`src/rtl/conf_reg_bank_pkg.sv`:
```
// Shared configuration package for the configuration-port consumer.
//   c_addr_WIDTH  : width of the configuration write address
//   c_data_WIDTH  : width of the configuration write data / each register
//   CONF_NUM_REGS : number of registers in the configuration bank
//   conf_state_e  : handshake/commit FSM states
package conf_reg_bank_pkg;

  localparam int c_addr_WIDTH  = 8;
  localparam int c_data_WIDTH  = 8;
  localparam int CONF_NUM_REGS = 16;

  typedef enum logic {
    IDLE = 1'b0,
    BUSY = 1'b1
  } conf_state_e;

endpackage : conf_reg_bank_pkg

```
`src/rtl/conf_reg_bank.sv`:
```
// Configuration register bank.
// Accepts one write over a valid/ready handshake, holds it for COMMIT_CYCLES
// cycles, then commits it into the register bank and pulses cfg_update.
// Out-of-range addresses set the sticky cfg_err instead of writing.
//
// Handshake: a transfer happens at a rising edge where c_valid && c_ready.
// c_ready is registered and is high only while idle; a request seen while
// c_ready is low is ignored (not queued), so the source must hold it.
//
// Ports:
//   clk         in   clock, all logic on posedge
//   rst         in   synchronous active-high reset
//   c_addr      in   write address (ADDR_WIDTH)
//   c_data      in   write data (DATA_WIDTH)
//   c_valid     in   write request
//   c_ready     out  block can accept a write
//   cfg_regs    out  flat register bank, reg i at [i*DATA_WIDTH +: DATA_WIDTH]
//   cfg_update  out  one-cycle pulse after each commit
//   cfg_err     out  sticky out-of-range flag, cleared only by reset
//   o_dbg_state out  current FSM state
module conf_reg_bank
  import conf_reg_bank_pkg::*;
#(
  parameter int ADDR_WIDTH    = c_addr_WIDTH,
  parameter int DATA_WIDTH    = c_data_WIDTH,
  parameter int NUM_REGS      = CONF_NUM_REGS,
  parameter int COMMIT_CYCLES = 2
) (
  input  logic                           clk,
  input  logic                           rst,
  input  logic [ADDR_WIDTH-1:0]          c_addr,
  input  logic [DATA_WIDTH-1:0]          c_data,
  input  logic                           c_valid,
  output logic                           c_ready,
  output logic [NUM_REGS*DATA_WIDTH-1:0] cfg_regs,
  output logic                           cfg_update,
  output logic                           cfg_err,
  output conf_state_e                    o_dbg_state
);

  localparam int CNT_W = (COMMIT_CYCLES > 1) ? $clog2(COMMIT_CYCLES) : 1;
  localparam logic [CNT_W-1:0] CNT_LOAD = CNT_W'(COMMIT_CYCLES - 1);
  // One extra bit so the range check never truncates NUM_REGS.
  localparam logic [ADDR_WIDTH:0] NUM_REGS_EXT = (ADDR_WIDTH + 1)'(NUM_REGS);

  conf_state_e             r_state;
  conf_state_e             w_state_next;
  logic                    r_ready;
  logic [CNT_W-1:0]        r_cnt;
  logic [ADDR_WIDTH-1:0]   r_addr;
  logic [DATA_WIDTH-1:0]   r_data;
  logic [DATA_WIDTH-1:0]   r_regs [NUM_REGS];
  logic                    r_update;
  logic                    r_err;
  logic                    w_accept;
  logic                    w_commit;
  logic                    w_in_range;

  assign w_in_range = ({1'b0, r_addr} < NUM_REGS_EXT);

  // Next-state logic
  always_comb begin
    w_accept     = 1'b0;
    w_commit     = 1'b0;
    w_state_next = r_state;
    case (r_state)
      IDLE: begin
        w_accept = c_valid && r_ready;
        if (w_accept) w_state_next = BUSY;
      end
      BUSY: begin
        if (r_cnt == '0) begin
          w_commit     = 1'b1;
          w_state_next = IDLE;
        end
      end
      default: w_state_next = IDLE;
    endcase
  end

  // State register
  always_ff @(posedge clk) begin
    if (rst) r_state <= IDLE;
    else     r_state <= w_state_next;
  end

  // Handshake, counter, latch and register bank
  always_ff @(posedge clk) begin
    if (rst) begin
      r_ready  <= 1'b0;
      r_cnt    <= '0;
      r_addr   <= '0;
      r_data   <= '0;
      r_update <= 1'b0;
      r_err    <= 1'b0;
      for (int i = 0; i < NUM_REGS; i++) r_regs[i] <= '0;
    end else begin
      r_update <= w_commit;
      case (r_state)
        IDLE: begin
          if (w_accept) begin
            r_ready <= 1'b0;
            r_cnt   <= CNT_LOAD;
            r_addr  <= c_addr;
            r_data  <= c_data;
          end else begin
            r_ready <= 1'b1;
          end
        end
        BUSY: begin
          if (r_cnt != '0) begin
            r_cnt <= r_cnt - 1'b1;
          end else begin
            r_ready <= 1'b1;
            if (w_in_range) begin
              for (int i = 0; i < NUM_REGS; i++) begin
                if ({1'b0, r_addr} == (ADDR_WIDTH + 1)'(i)) r_regs[i] <= r_data;
              end
            end else begin
              r_err <= 1'b1;
            end
          end
        end
        default: r_ready <= 1'b0;
      endcase
    end
  end

  genvar g;
  generate
    for (g = 0; g < NUM_REGS; g++) begin : g_flat
      assign cfg_regs[g*DATA_WIDTH +: DATA_WIDTH] = r_regs[g];
    end
  endgenerate

  assign c_ready     = r_ready;
  assign cfg_update  = r_update;
  assign cfg_err     = r_err;
  assign o_dbg_state = r_state;

endmodule : conf_reg_bank
```
`config.mk`:
```
export PLATFORM = sky130hd
export DESIGN_NAME = conf_reg_bank
export DESIGN_NICKNAME = d
export VERILOG_FILES = /design/src/rtl/conf_reg_bank_pkg.sv /design/src/rtl/conf_reg_bank.sv
export SDC_FILE = /design/constraint.sdc
export NUM_CORES = 1
export LEC_CHECK = 0
export CORE_MARGIN = 5
export CORE_UTILIZATION = 40
export CTS_CLUSTER_SIZE = 40
export DETAILED_ROUTE_END_ITERATION = 10
export GPL_ROUTABILITY_DRIVEN = 0
export PLACE_DENSITY = 0.71
export RECOVER_POWER = 100
export SETUP_SLACK_MARGIN = 0.4
export SLEW_MARGIN = 40
export SYNTH_ARGS = -nofsm -noshare
export SYNTH_HDL_FRONTEND = slang
export SYNTH_SLANG_ARGS = --single-unit
```
`constraint.sdc`:
```
create_clock -name clk -period 4.5 [get_ports clk]
set_input_delay 1.125 -clock clk [delete_from_list [all_inputs] [get_ports clk]]
set_output_delay 1.125 -clock clk [all_outputs]
set_load 0.01 [all_outputs]
```
==> results.sh <==
export IMPL_ys_flop_type="edfxtp_1"
export IMPL_timing_final_crit_share=0.702
export IMPL_skew_ns=0.00729
export IMPL_p_per_area_mw_per_mm2=418
export IMPL_h_tree_depth=4
export IMPL_antenna_diode_count=0
export IMPL_critical_path_arrival_ns=3.20
export IMPL_swShare=0.226
export IMPL_p_leak_uw=0.00286
export IMPL_grt_max_degree=25
export IMPL_synth_edf_count=128
export IMPL_slew_violations=0
export IMPL_final_cell_area_sq_mm=0.00768
export IMPL_vias=3511
export IMPL_numCtsBuffers=17
export IMPL_cts_buffer_depth=2
export IMPL_synth_fp_nets=380
export IMPL_cp_top_family="buffers and inverters"
export IMPL_crit_path_top_delay_cell="dlygate4sd3_1"
export IMPL_layout_setup_ws_ns=1.34
export IMPL_port_buffers=150
export IMPL_status="complete, no violations"
export IMPL_grt_pass1_wl_microns=20600
export IMPL_hold_start="cfg_err"
export IMPL_rr_worst_depth=4
export IMPL_total_power_uw=3210
export IMPL_hold_path_class="flop to flop"
export IMPL_slew_headroom=0.341
export IMPL_hold_path_end="cfg_err"
export IMPL_clock_latency_ns=0.41
export IMPL_placed_cell_area_sq_mm=0.00724
export IMPL_start_util=0.407
export IMPL_critPathMaxStageDelay_ns=0.85
export IMPL_synth_top_area_frac=0.683
export IMPL_hold_depth=2
export IMPL_max_freq_mhz=317
export IMPL_area_delta_synth_final_pct=36.6
export IMPL_clkPwrFrac=0.428
export IMPL_hold_viol=0
export IMPL_viasPerCell=4.97
export IMPL_path_max_fanout=22
export IMPL_async_flop_share=0
export IMPL_fp_coreArea_sq_mm=0.0138
export IMPL_ioPinCount=151
export IMPL_wl_microns=14000
export IMPL_overflow=0
export IMPL_tightestPinTransition_ns=0.983
export IMPL_critPathLaunchType="input pin"
export IMPL_synth_common_cells="edfxtp_1 (128), nor2_1 (49), nand2_1 (25)"
export IMPL_p_comb_frac=0.076
export IMPL_antenna_found_initial=0
export IMPL_layout_drive_gt1_share=0.0854
export IMPL_rows=43
export IMPL_die_w_microns=129
export IMPL_first_pass_iters=4
export IMPL_reg2reg_to="r_regs[0][40]"
export IMPL_seqPwrFrac=0.495
export IMPL_power_switching_uw=725
export IMPL_p_int_uw=2490
export IMPL_rsz0062_at_grt="false"
export IMPL_clock_sinks=149
export IMPL_nFillCells=1099
export IMPL_grt_pass1_vias=3508
export IMPL_postCtsSetupRepairBufs=0
export IMPL_design_die_area_sq_mm=0.0165
export IMPL_cts_root_buf="clkbuf_16"
export IMPL_netlist_instances=361
export IMPL_wire_per_inst_microns=19.8
export IMPL_grt_usage=0.169
export IMPL_rrSetupSlack_ns=1.50
export IMPL_drc_errors=0
export IMPL_synth_area_top_cells="edfxtp_1 (68%), dfxtp_1 (7.5%), nor3_2 (3.6%), nor2_1 (3.3%), nand3_4 (1.9%)"
export IMPL_maxCapViolCount=0
export IMPL_irDropWorstVdd_mv=0.278
export IMPL_ys_types=34
export IMPL_tritoncts="done"
export IMPL_dp_hpwl_microns=10100
export IMPL_end_kind="flop"
export IMPL_synthesis_area_sq_mm=0.00563
export IMPL_post_place_ws_ns=1.32
export IMPL_ys_ff_latch=149
export IMPL_cts_hold_buffers_added=0
export IMPL_min_period_ns=3.16
export IMPL_fin_setup_tns_ns=0
export IMPL_setup_viol=0
export IMPL_drt_iter0_markers=309
export IMPL_r2r_start="o_dbg_state"
export IMPL_yosysWarnings=0
export IMPL_path_class="input pin to flop"
export IMPL_final_core_util=0.556
export IMPL_ant_nets=0
export IMPL_yosys_area_top_type="edfxtp_1"
export IMPL_syn_avg_cell_area_sq_um=15.6
export IMPL_synth_yosys_seq_area_share=0.758
export IMPL_yosysMostFrequentCell="edfxtp_1"
export IMPL_cts_resized=0
export IMPL_crit_chain="dlygate4sd3_1 > clkbuf_1 > o21bai_1"
export IMPL_cp_buffers_inverters=2
export IMPL_nets=533
export IMPL_clk_pin_slew_ns=0.06
export IMPL_cp_required_ns=4.54
export IMPL_die_h_microns=129
-- flip-flops by register name, summed over array words and instances (netlist names) --
signal / flops
cfg_err: 1
r_data: 8
o_dbg_state: 1
r_cnt: 1
r_regs: 128
r_addr: 8
cfg_update: 1
c_ready: 1
-- per-stage QoR --
step / hold WS (ns) / cells
2_1_floorplan: 0.468 / 361
3_3_place_gp: 0.436 / 675
3_5_place_dp: 0.464 / 675
4_1_cts: 0.473 / 707
5_1_grt: 0.492 / 707
6_report: 0.467 / 707
-- worst min-delay path, cell delays in order, from the launching register on --
cell,delay [ns]
dfxtp_1,0.31
inv_1,0.06
a21oi_1,0.05
-- power groups by stage --
stage	combinational [uW]	sequential (uW)	clock, uW
finish	245	1590	1380
global route	261	1600	1440
CTS	275	1600	1380
detailed placement	274	1620	0
global placement	267	1630	0
floorplan	99.6	1640	0
-- kinds of logic after synthesis --
| group | after synthesis | synth area share |
|---|---|---|
| simple gates | 149 | 0.167 |
| flops | 149 | 0.758 |
| compound gates | 34 | 0.0440 |
| buf+inv | 29 | 0.0305 |
-- layout make-up --
cell class,instances,area (sq um),area share
flip-flops and latches,149,4260,0.555
clock inverters,15,155,0.0202
well taps,180,225,0.0293
repair buffers,154,1520,0.198
clock buffers,17,425,0.0554
inverters,9,33.8,0.00440
multi-input cells,183,1060,0.138
-- worst max path at each step --
stage,from,endpoint,depth (start not counted),slack (ns)
2_1_floorplan,rst,r_regs[1][24],3,2.33
3_3_place_gp,rst,r_regs[0][12],5,1.35
3_5_place_dp,rst,r_regs[0][20],5,1.32
4_1_cts,rst,r_regs[0][20],5,1.73
5_1_grt,rst,r_regs[1][60],3,1.16
6_report,rst,r_regs[1][17],3,1.34
-- cells in the final DEF, fill, tap and decap left out, types with 2 or more instances in the layout --
| cell | instances |
|---|---|
| dlygate4sd3_1 | 133 |
| edfxtp_1 | 128 |
| nor2_1 | 49 |
| nor3_1 | 37 |
| nand2_1 | 25 |
| dfxtp_1 | 21 |
| clkbuf_16 | 17 |
| clkdlybuf4s50_1 | 17 |
| nand2b_1 | 15 |
| a21oi_1 | 11 |
| inv_1 | 9 |
| o22a_1 | 8 |
| o21bai_1 | 6 |
| a21o_1 | 5 |
| nand3_4 | 4 |
| nor2b_1 | 3 |
| nor3_2 | 3 |
| clkinv_4 | 3 |
| clkinvlp_4 | 3 |
| a31o_1 | 2 |
| or2_2 | 2 |
| nand4b_1 | 2 |
| nand3_1 | 2 |
| clkinv_2 | 2 |
| bufinv_16 | 2 |
| clkinv_1 | 2 |
| inv_6 | 2 |
| buf_4 | 2 |
| clkbuf_1 | 2 |
-- per-layer routing --
layer  routed length, microns  vias up  track usage
li1                         -     1625            -
met1                     5550     1737        0.210
met2                     7360      139        0.295
met3                      945       10       0.0440
met4                      154        0       0.0482
met5                        0        -            0
Note: power is estimated with default switching activity, not from simulation.
==> RTL edit 1, RTL diff (config.mk and constraints unchanged) <==
Make the reset (`rst`) asynchronous in 2 clocked blocks. Comments in the files are not updated.
--- a/src/rtl/conf_reg_bank.sv
+++ b/src/rtl/conf_reg_bank.sv
@@ -80,5 +80,5 @@
 
   // State register
-  always_ff @(posedge clk) begin
+  always_ff @(posedge clk or posedge rst) begin
     if (rst) r_state <= IDLE;
     else     r_state <= w_state_next;
@@ -86,5 +86,5 @@
 
   // Handshake, counter, latch and register bank
-  always_ff @(posedge clk) begin
+  always_ff @(posedge clk or posedge rst) begin
     if (rst) begin
       r_ready  <= 1'b0;
Formal check against the unedited RTL: differs if rst is asserted again (counterexample within 4 cycles, from zero or initial values and one cycle with rst high); with rst held inactive, the same outputs for 4 cycles.
==> RTL edit 1 against the original RTL <==
  * The flow now finishes with violations (max-capacitance violations, max-slew violations)
  * Via count barely moved
  * Cell area rose by 3.9%
  * Sequential cell count did not move
  * Synthesized area up 2.2%
  * Wire length is 3.0% higher
  * Setup slack improved by 0.39 ns
  * Global-route usage rose by 1.1 points
  * Largest cell class unchanged
Power is not compared: it rests on default switching activity, and its combinational part moved more than twofold at a synthesized area within 25%.
==> RTL edit 1: results (changes against the original RTL) <==
slowest CP cell = clkbuf_1
failing checks = max-capacitance violations, max-slew violations
Async SR Flop Fraction = 1.000 (+1.000)
routed vias/inst = 5.019 (+1.1%)
Top FF cell, synth = dfrtp_1
GRT Util Overall = 0.1801 (+0.01067)
P&R area growth vs syn = 38.90%
outcome = complete, but fails checks
vias in the first global route = 3,868 (+10%)
DR iter-0 viols = 139 (-55%)
Slew Limit Fails = 9 (+9)
Yosys cell types = 24 (-29%)
synthesized instance count = 345 (-4.4%)
Max-Cap Viols = 1 (+1)
routing usage on met3 = 0.08309 (+0.03909)
Fillers = 1,137 (+3.5%)
largest net degree at the start of global routing = 61 (+140%)
Max-slew headroom = -0.01632 (-0.3572)
synth cell count leaders = dfrtp_1 (149), mux2_2 (144), clkbuf_1 (11)
HPWL Detailed = 10,110 um (-0.15%)
placed instance area = 7491 um2 (+3.4%)
synth top area cells = dfrtp_1 (65%), mux2_2 (28%), nand3_2 (1.6%)
pre-CTS WS = 1.788 ns (+0.4671 ns)
clock skew = 0.008976 ns (+0.001683 ns)
register area share after synthesis = 0.6487 (-0.1093)
dpl cells = 667 (-1.2%)
Crit path largest cell delay = 0.67 ns (-0.18 ns)
Syn Nets = 364 (-4.2%)
crit-path max FO = 26 (+18%)
M2 GR Usage = 0.2839 (-0.01062)
first-pass GRT wire length = 22,610 um (+10%)
final net count = 526 (-1.3%)
CP Class = input port to async pin
==> RTL edit 1: changes by cell type after synthesis, sizes merged, moves of 11 or more <==
| cell | before | now |
|---|---|---|
| a21oi | 11 | 0 |
| buf | 15 | 2 |
| dfrtp | 0 | 149 |
| dfxtp | 21 | 0 |
| edfxtp | 128 | 0 |
| mux2 | 0 | 144 |
| nand2 | 25 | 2 |
| nand2b | 15 | 0 |
| nor2 | 49 | 2 |
| nor3 | 40 | 0 |
==> RTL edit 1: path summary, 6_finish.rpt <==
check	to	cells past startpoint	slack, ns	from
max reg2reg	cfg_regs[91]	3	1.74	r_addr[4]
max	cfg_regs[44]	4	1.73	rst
min in group asynchronous	cfg_regs[105]	2	1.31	rst
max in group clk	cfg_regs[91]	3	1.74	r_addr[4]
min reg2reg	cfg_regs[72]	1	0.50	cfg_regs[72]
min	cfg_regs[72]	1	0.50	cfg_regs[72]
==> RTL edit 1: area by class of cell <==
cell class / instances / area share
multi-input combinational: 181 / 0.2337
sequential: 149 / 0.4670
timing repair buffer: 156 / 0.1954
clock buffer: 18 / 0.05501
clock inverter: 13 / 0.01959
inverter: 2 / 0.001097
tap: 180 / 0.02821
==> RTL edit 1: logic make-up after synthesis <==
group / Yosys count / synth area share
AND/OR/NAND/NOR: 34 / 0.05486
buffers and inverters: 15 / 0.01067
multiplexers: 144 / 0.2821
flip-flops: 149 / 0.6487
AO/OA/AOI/OAI: 3 / 0.003700
==> RTL edit 1: through the flow <==
step	power (uW)	hold slack, ns
finish	4509	0.4981
global route	4752	0.5080
global placement	3248	0.4767
CTS	4727	0.5071
detailed placement	3292	0.4933
floorplan	2534	0.5006
==> RTL edit 1: routing by layer <==
metal / vias up / routed length (um)
met5: - / 0
met4: 0 / 191
met3: 18 / 1365
met2: 109 / 6887
met1: 1819 / 5978
li1: 1562 / -
==> RTL edit 1: power breakdown <==
group          switching (uW)  internal (uW)  leakage (uW)  total, uW
registers                 412           1660       0.00202       2070
clock network             527            880      0.000292       1410
logic                     421            615       0.00189       1040
total                    1360           3150       0.00420       4510
==> RTL edit 1: worst max-delay path, delay by kind of cell <==
family / cells / cell delay (ns)
buf+inv: 4 / 2.05
==> RTL edit 2, RTL diff (config.mk and constraints unchanged) <==
Made on the original files. Change the parameter `COMMIT_CYCLES` from 2 to 4.
--- a/src/rtl/conf_reg_bank.sv
+++ b/src/rtl/conf_reg_bank.sv
@@ -25,5 +25,5 @@
   parameter int DATA_WIDTH    = c_data_WIDTH,
   parameter int NUM_REGS      = CONF_NUM_REGS,
-  parameter int COMMIT_CYCLES = 2
+  parameter int COMMIT_CYCLES = 4
 ) (
   input  logic                           clk,
Function: changed (a bounded check fails within 10 cycles, from zero or initial values and one cycle with rst high).
==> RTL edit 2 against the original RTL <==
  * Largest cell class unchanged
  * Setup slack worse by 0.40 ns
  * Utilization up 0.18 points
  * Wire length decreased by 6.5%
  * Total power shrank 1.0%
  * Non-clock buffer count increased by 2
  * Synthesized area down 1.1%
  * The flow now finishes with violations (max-capacitance violations, max-slew violations)
  * Global-route usage shrank 0.76 points
  * Fmax is 11% lower
  * Sequential cell count increased by 1
  * Count of clock-buffer cells in the layout increased by 5
  * Cell area about the same
==> RTL edit 2: results (changes against the original RTL) <==
Max-Cap Viols = 1 (+1)
HPWL Detailed = 9524 um (-5.9%)
IO Port Bufs = 150 (unchanged)
Setup crit end = r_regs[0][31]
slowest CP cell = o41ai_1
CP Class = flop to flop
largest net degree at the start of global routing = 31 (+24%)
final net count = 553 (+3.8%)
GRT Util Overall = 0.1618 (-0.007636)
first-pass GRT wire length = 19,730 um (-4.0%)
Worst Path Arrival = 3.55 ns (+0.35 ns)
DR iter-0 viols = 289 (-6.5%)
register area share after synthesis = 0.7698 (+0.01178)
FF-to-FF Start = r_addr[7]
synth top area cells = edfxtp_1 (69%), dfxtp_1 (7.9%), nor3_2 (3.6%)
Crit path largest cell delay = 1.68 ns (+0.83 ns)
P_leak = 0.002806 uW (-2.0%)
failing checks = max-capacitance violations, max-slew violations
M2 GR Usage = 0.2643 (-0.03019)
Max-slew headroom = -0.2845 (-0.6254)
Syn Nets = 402 (+5.8%)
clock skew = 0.01161 ns (+0.004315 ns)
DRT met1 WL = 5322 um (-4.1%)
drt first pass iters = 5 (+1)
synth cell count leaders = edfxtp_1 (128), nand2_1 (50), nor2_1 (31), nor3_1 (31), dfxtp_1 (22)
share of layout cells above drive strength 1 = 0.07509 (-0.01030)
met1 global-route usage = 0.2088 (-0.0008856)
placed instance area = 7247 um2 (about the same)
Slew Limit Fails = 9 (+9)
Peak supply drop = 199.3 uV (-28%)
FF-to-FF path depth = 3 (-1)
via count = 3,600 (+2.5%)
crit-path max FO = 30 (+36%)
reg-to-reg setup timing slack = 0.95 ns (-0.55 ns)
routed wl met2 = 6446 um (-12%)
met3 wire length = 1117 um (+18%)
outcome = complete, but fails checks
vias in the first global route = 3,527 (+0.54%)
Routed WL per cell = 18.04 um (-8.9%)
==> RTL edit 2: kinds of logic after synthesis <==
kind of cell	synth area share
AOI/OAI and AO/OA	0.04047
xor gates and xnor gates	0.001574
adders and majority gates	0.002248
buffers and inverters	0.02540
DFF	0.7698
muxes	0.002023
and+or+nand+nor	0.1585
==> RTL edit 2: how the worst min path moves through the flow <==
stage	start	end	slack, ns	cells past startpoint
floorplan	r_data[6]	r_data[6]	0.43	2
global placement	r_data[7]	r_data[7]	0.44	2
detailed placement	r_data[7]	r_data[7]	0.45	2
CTS	r_data[7]	r_data[7]	0.45	2
global route	r_data[7]	r_data[7]	0.49	2
finish	r_data[6]	r_data[6]	0.46	2
==> RTL edit 2: report_power, final <==
part           switching [uW]  total (uW)  internal (uW)  leakage (uW)
Combinational             128         223           95.6       0.00102
Clock                     548        1360            814      0.000288
Sequential               27.7        1590           1570       0.00150
Total                     703        3180           2480       0.00281
==> RTL edit 2: worst min-delay path, cell delays in order, from the launching register on <==
cell and delay (ns):
dfxtp_1 0.30, nand2_1 0.05, a21oi_1 0.06
==> RTL edit 2: per-stage QoR <==
step / std cells / util / setup WS [ns] / hold WS (ns)
6_report: 726 / 0.5576 / 0.9465 / 0.4584
5_1_grt: 726 / 0.5576 / 0.7248 / 0.4896
4_1_cts: 726 / 0.5689 / 1.570 / 0.4547
3_5_place_dp: 694 / 0.5262 / 1.131 / 0.4461
3_3_place_gp: 694 / 0.5249 / 1.233 / 0.4418
2_1_floorplan: 382 / - / 1.980 / 0.4318
==> RTL edit 2: final cells by class <==
type                    instances  area, um2
fillers                      1155       6093
flip-flops and latches        150       4284
repair buffers                156       1528
multi-input cells             199       1021
clock buffers                  22      508.0
well taps                     180      225.2
clock inverters                10      80.08
inverters                       9      33.78
